[src/rtl/rv32_wb_pkg.sv]
// Shared types and constants for the RV32 write-back arbitration slice.
package rv32_wb_pkg;

  localparam int REG_COUNT = 32;
  localparam int REG_AW    = 5;

  // One pending register-file write: destination and value.
  typedef struct packed {
    logic [REG_AW-1:0] rd;
    logic [31:0]       value;
  } wb_entry_t;

  // Single-bit mask selecting register r; register 0 never yields a bit.
  function automatic logic [REG_COUNT-1:0] reg_mask(input logic [REG_AW-1:0] r);
    logic [REG_COUNT-1:0] m;
    m    = '0;
    m[r] = 1'b1;
    m[0] = 1'b0;
    return m;
  endfunction

endpackage

[src/rtl/rv32_wb_fifo.sv]
// Small FIFO holding long-latency unit results until the register-file
// write port is free. Head is visible combinationally; pop consumes it.
module rv32_wb_fifo
  import rv32_wb_pkg::*;
#(
  parameter int DEPTH = 2
) (
  input  logic      clk,
  input  logic      reset,
  input  logic      i_push,
  input  wb_entry_t i_data,
  input  logic      i_pop,
  output wb_entry_t o_head,
  output logic      o_full,
  output logic      o_empty
);

  localparam int PW = (DEPTH > 1) ? $clog2(DEPTH) : 1;
  localparam int CW = $clog2(DEPTH + 1);
  localparam logic [PW-1:0] LAST_PTR = PW'(DEPTH - 1);
  localparam logic [CW-1:0] FULL_CNT = CW'(DEPTH);

  wb_entry_t     r_mem [DEPTH];
  logic [PW-1:0] r_wr_ptr;
  logic [PW-1:0] r_rd_ptr;
  logic [CW-1:0] r_count;

  logic w_do_push;
  logic w_do_pop;

  assign o_full    = (r_count == FULL_CNT);
  assign o_empty   = (r_count == '0);
  assign w_do_push = i_push & ~o_full;
  assign w_do_pop  = i_pop & ~o_empty;
  assign o_head    = r_mem[r_rd_ptr];

  // Entry storage; contents are don't-care while the slot is unoccupied.
  always_ff @(posedge clk) begin
    if (w_do_push) begin
      r_mem[r_wr_ptr] <= i_data;
    end
  end

  // Pointers wrap at DEPTH so non-power-of-two depths work.
  always_ff @(posedge clk) begin
    if (reset) begin
      r_wr_ptr <= '0;
      r_rd_ptr <= '0;
    end else begin
      if (w_do_push) begin
        r_wr_ptr <= (r_wr_ptr == LAST_PTR) ? '0 : r_wr_ptr + 1'b1;
      end
      if (w_do_pop) begin
        r_rd_ptr <= (r_rd_ptr == LAST_PTR) ? '0 : r_rd_ptr + 1'b1;
      end
    end
  end

  // Occupancy count; simultaneous push and pop leave it unchanged.
  always_ff @(posedge clk) begin
    if (reset) begin
      r_count <= '0;
    end else begin
      case ({w_do_push, w_do_pop})
        2'b10:   r_count <= r_count + 1'b1;
        2'b01:   r_count <= r_count - 1'b1;
        default: r_count <= r_count;
      endcase
    end
  end

endmodule

[src/rtl/rv32_wb_arbiter.sv]
// Owner of the register file's single write port. The in-order pipeline
// always wins; long-latency results queue in a FIFO and drain in idle
// pipeline cycles. A busy scoreboard of outstanding long-op destinations
// drives the decode hazard stall.
module rv32_wb_arbiter
  import rv32_wb_pkg::*;
#(
  parameter int DEPTH = 2
) (
  input  logic        clk,
  input  logic        reset,
  input  logic        stall_in,
  input  logic        writeback_flush_in,
  input  logic [4:0]  pipe_rd_in,
  input  logic        pipe_rd_write_in,
  input  logic [31:0] pipe_rd_value_in,
  input  logic        lu_valid_in,
  output logic        lu_ready_out,
  input  logic [4:0]  lu_rd_in,
  input  logic [31:0] lu_value_in,
  input  logic        lu_issue_in,
  input  logic [4:0]  lu_issue_rd_in,
  input  logic [4:0]  rs1_in,
  input  logic [4:0]  rs2_in,
  input  logic [4:0]  dec_rd_in,
  input  logic        dec_rd_write_in,
  output logic        hazard_stall_out,
  output logic [4:0]  rd_out,
  output logic        rd_write_out,
  output logic [31:0] rd_value_out
);

  logic [REG_COUNT-1:0] r_busy;
  logic [REG_COUNT-1:0] w_busy_next;

  wb_entry_t w_lu_entry;
  wb_entry_t w_head;
  logic      w_full;
  logic      w_empty;
  logic      w_push;
  logic      w_pop;
  logic      w_pw;
  logic      w_issue_set;

  // A squashed result or a write to x0 does not claim the port.
  assign w_pw = pipe_rd_write_in & ~writeback_flush_in & (|pipe_rd_in);

  // Ready depends only on occupancy so there is no path from the pop decision.
  assign lu_ready_out = ~w_full;

  // Results for x0 are acknowledged but never queued.
  assign w_push     = lu_valid_in & lu_ready_out & (|lu_rd_in);
  assign w_pop      = ~w_pw & ~w_empty;
  assign w_lu_entry = '{rd: lu_rd_in, value: lu_value_in};

  rv32_wb_fifo #(
    .DEPTH (DEPTH)
  ) u_fifo (
    .clk     (clk),
    .reset   (reset),
    .i_push  (w_push),
    .i_data  (w_lu_entry),
    .i_pop   (w_pop),
    .o_head  (w_head),
    .o_full  (w_full),
    .o_empty (w_empty)
  );

  // Write-port mux: pipeline first, then the FIFO head, otherwise quiet zeros.
  always_comb begin
    rd_write_out = 1'b0;
    rd_out       = '0;
    rd_value_out = '0;
    if (w_pw) begin
      rd_write_out = 1'b1;
      rd_out       = pipe_rd_in;
      rd_value_out = pipe_rd_value_in;
    end else if (!w_empty) begin
      rd_write_out = 1'b1;
      rd_out       = w_head.rd;
      rd_value_out = w_head.value;
    end
  end

  // Any source or destination touching an outstanding long-op register stalls decode.
  always_comb begin
    hazard_stall_out = r_busy[rs1_in]
                     | r_busy[rs2_in]
                     | (dec_rd_write_in & r_busy[dec_rd_in])
                     | (lu_issue_in & r_busy[lu_issue_rd_in]);
  end

  // Only an issue that actually leaves decode marks its destination busy.
  assign w_issue_set = lu_issue_in & ~stall_in & ~hazard_stall_out & (|lu_issue_rd_in);

  // Clear on the pop that writes the register, then apply set so set wins.
  always_comb begin
    w_busy_next = r_busy;
    if (w_pop) begin
      w_busy_next = w_busy_next & ~reg_mask(w_head.rd);
    end
    if (w_issue_set) begin
      w_busy_next = w_busy_next | reg_mask(lu_issue_rd_in);
    end
    w_busy_next[0] = 1'b0;
  end

  // Scoreboard register; reset drops all outstanding long ops.
  always_ff @(posedge clk) begin
    if (reset) begin
      r_busy <= '0;
    end else begin
      r_busy <= w_busy_next;
    end
  end

endmodule

[config.mk]
export PLATFORM = sky130hd
export DESIGN_NAME = rv32_wb_arbiter
export DESIGN_NICKNAME = d
export VERILOG_FILES = /design/src/rtl/rv32_wb_pkg.sv /design/src/rtl/rv32_wb_fifo.sv /design/src/rtl/rv32_wb_arbiter.sv
export SDC_FILE = /design/constraint.sdc
export NUM_CORES = 1
export LEC_CHECK = 0
export ABC_AREA = 1
export CAP_MARGIN = 10
export CORE_UTILIZATION = 50
export DETAILED_ROUTE_END_ITERATION = 8
export PLACE_DENSITY = 0.79
export SETUP_SLACK_MARGIN = 0.5
export SLEW_MARGIN = 30
export SYNTH_ARGS = -nofsm -noshare
export SYNTH_HDL_FRONTEND = slang
export SYNTH_HIERARCHICAL = 1
export SYNTH_SLANG_ARGS = --single-unit
export TNS_END_PERCENT = 20
[constraint.sdc]
create_clock -name clk -period 5.46 [get_ports clk]
set_input_delay 0.819 -clock clk [delete_from_list [all_inputs] [get_ports clk]]
set_output_delay 0.819 -clock clk [all_outputs]
set_load 0.02 [all_outputs]
==> reports/qor.yml <==
critical_path:
  worstPathBufferInverterCount: 4
  end_kind: "output pin"
  slowest_stage: "clkdlybuf4s50_1"
  path_class: "input pin to output pin"
  path_cells: "clkdlybuf4s50_1 -> inv_2 -> nand2_1 -> nand2_1 -> nand2_1 -> nand2_1 -> nand2_1 -> nand2_1 -> nor2_1 -> nand2_1 -> nand2_1 -> nand3_1 -> nor2_4 -> inv_1 -> clkdlybuf4s50_1"
  path_max_fanout: 23
  start_kind: "input pin"
  required_ns: 4.64
  arrival_ns: 3.52
  worst-r2r-setup-slack_ns: 3.18
  critical_path.max_stage_delay_ns: 0.92
  critPathTopFamily: "buffers and inverters"
  crit_top_cell: "nand2_1"
global_routing:
  grt_max_degree: 34
  grt_pass1_vias: 5529
  grt-ovfl-total: 0
  track_usage_pct: 28.3
  grt_antenna_before_repair: 0
  grt_pass1_wl_um: 28100
drt:
  wl_met3_um: 1550
  dr_wl_met2_um: 8350
  vias_per_cell: 5.60
  routed.top_layer: "met4"
  drt-total-wl_um: 17900
  wire_per_inst_um: 17.3
  firstDrtPassIters: 7
  met1_length_um: 7190
  drc_errors: 0
  ant_nets: 0
  drt_iter0_drc: 493
  vias: 5814
status:
  outcome: "finished, final reports clean"
die:
  io_pins: 142
  core_um2: 12200
  rows: 40
  dieHeight_um: 114
  die_area_um2: 13100
  die_x_um: 114
  initial_core_util_pct: 52.0
cts:
  numCtsBuffers: 9
  holdBufCountCts: 0
  post_cts_buffers: 0
  h-tree-depth: 3
  clock_latency_ns: 0.34
  cts_tree: "yes"
  cts_resized: 0
  clk_pin_slew_ns: 0.07
  clk_path_buf_depth: 2
  cts.sinks: 110
  root_buffer: "clkbuf_16"
synth:
  ys_seq_area_share_pct: 46.6
  yosys_warnings: 6
  syn_area_per_cell_um2: 8.51
  synthesis.area_um2: 6320
  syn_nets: 846
  synth_seq_cells: 110
  netlist_instances: 743
  yosysUniqueCellTypes: 28
power_and_ir_drop:
  peakVddDrop_mv: 0.290
  power_density_nw_per_um2: 358
  p_leak_nw: 3.11
layout:
  antenna_cells: 0
  fin_nets: 968
  final_layout_size_suffix_gt1_share_pct: 7.59
  final_cell_mix: "164 x nand2_1, 140 x clkdlybuf4s50_1, 111 x nand3_1, 77 x inv_1, 74 x edfxtp_1"
  final_cell_area_um2: 8070
  area_growth_pct: 27.7
  area.sequential_um2: 2940
  layout_commonest_cell: "nand2_1"
  num-fill-cells: 983
  multi_input_comb_area_um2: 2830
timing:
  slew_headroom_pct: 38.9
  setup-violations-final: 0
  finClkSkew_ns: 0.00866
  max_freq_mhz: 231
  worst_pin_slew_ns: 0.915
  min_period_over_period_pct: 79.4
  min_period_ns: 4.34
  final-hold-violation-count: 0
  fin_tns_setup_ns: 0
  rsz0062_at_grt: "no"
  slew_viol_final: 0
placed_design:
  hpwlAfterDp_um: 13100
  portBuffers: 141
  gp_congestion: 0.999
  dpl_cell_area_um2: 7760
run:
  cap_violations: 0
min_path:
  hold_class: "flop to flop"
worst register-to-register path, cell delays in order (launching register included):
cell and delay, ns:
dfxtp_2 0.87, mux2_2 0.48, nor3_1 0.20, inv_1 0.11, o41ai_1 0.37, a21oi_1 0.12
sequential cells by signal (all words and copies together), names as in the netlist, named ones only:
name / cells
r_busy: 31
u_fifo/r_count: 2
u_fifo/r_mem: 74
u_fifo/r_rd_ptr: 1
u_fifo/r_wr_ptr: 1
power by group:
| group | leakage (nW) | total [mW] | internal, mW | switching [mW] |
|---|---|---|---|---|
| combinational | 1.99 | 1.13 | 0.535 | 0.594 |
| clock | 0.144 | 0.661 | 0.362 | 0.299 |
| sequential | 0.980 | 1.10 | 1.03 | 0.0681 |
| total | 3.11 | 2.89 | 1.93 | 0.961 |
cell usage after synthesis (all sizes together):
cell    number  share of area, %
inv         80               4.8
nand2      164               9.7
nor2        56               3.4
o22ai        2              0.20
o211ai       8              0.95
a21oi       41               3.2
nand3b       2              0.24
buf         27               3.4
nand4        1             0.099
nand3      111               8.8
a22o        32               4.4
clkinv       1             0.059
or3          1             0.099
edfxtp      74                35
nor3        10              0.79
o21ai       48               3.8
o311ai       1              0.14
clkbuf       9              0.53
mux2        37               8.4
ha           1              0.20
dfxtp       36                11
o41ai        1              0.14
metal layers:
| layer | track usage (%) | up-vias |
|---|---|---|
| met1 | 35.9 | 2691 |
| met4 | 14.6 | 0 |
| met2 | 45.9 | 287 |
| met5 | 0 | - |
| met3 | 5.77 | 43 |
| li1 | - | 2793 |
worst paths after layout:
path | start | depth (start not counted) | to
setup / recovery | lu_issue_rd_in[0] | 15 | hazard_stall_out
hold / removal | r_busy[22] | 2 | r_busy[22]
setup reg to reg | flop | 5 | r_busy[15]
hold reg to reg | r_busy[22] | 2 | r_busy[22]
through the flow:
stage / hold slack (ns) / setup slack, ns / utilization (%) / instances / total power, mW
3_5_place_dp: 0.476 / 1.14 / 63.8 / 1022 / 2.24
6_report: 0.490 / 1.12 / 66.3 / 1038 / 2.89
3_3_place_gp: 0.470 / 1.12 / 63.7 / 1021 / 2.20
4_1_cts: 0.489 / 1.16 / 66.3 / 1038 / 2.90
5_1_grt: 0.526 / 0.829 / 66.3 / 1038 / 3.04
2_1_floorplan: 0.454 / 2.15 / - / 743 / 1.83
layout make-up:
class | count | area share (%)
repair buffers | 147 | 18.2
clock inverters | 7 | 0.992
inverters | 81 | 3.77
multi-input cells | 516 | 35.1
flip-flops and latches | 110 | 36.5
clock buffers | 9 | 2.79
well taps | 168 | 2.61
kinds of logic after synthesis:
kind of cell | synth area share [%]
compound gates | 12.9
fa+ha+maj | 0.198
buf+inv | 8.77
flops | 46.6
mux | 8.37
simple gates | 23.2
Note: power is estimated with default switching activity, not from simulation.
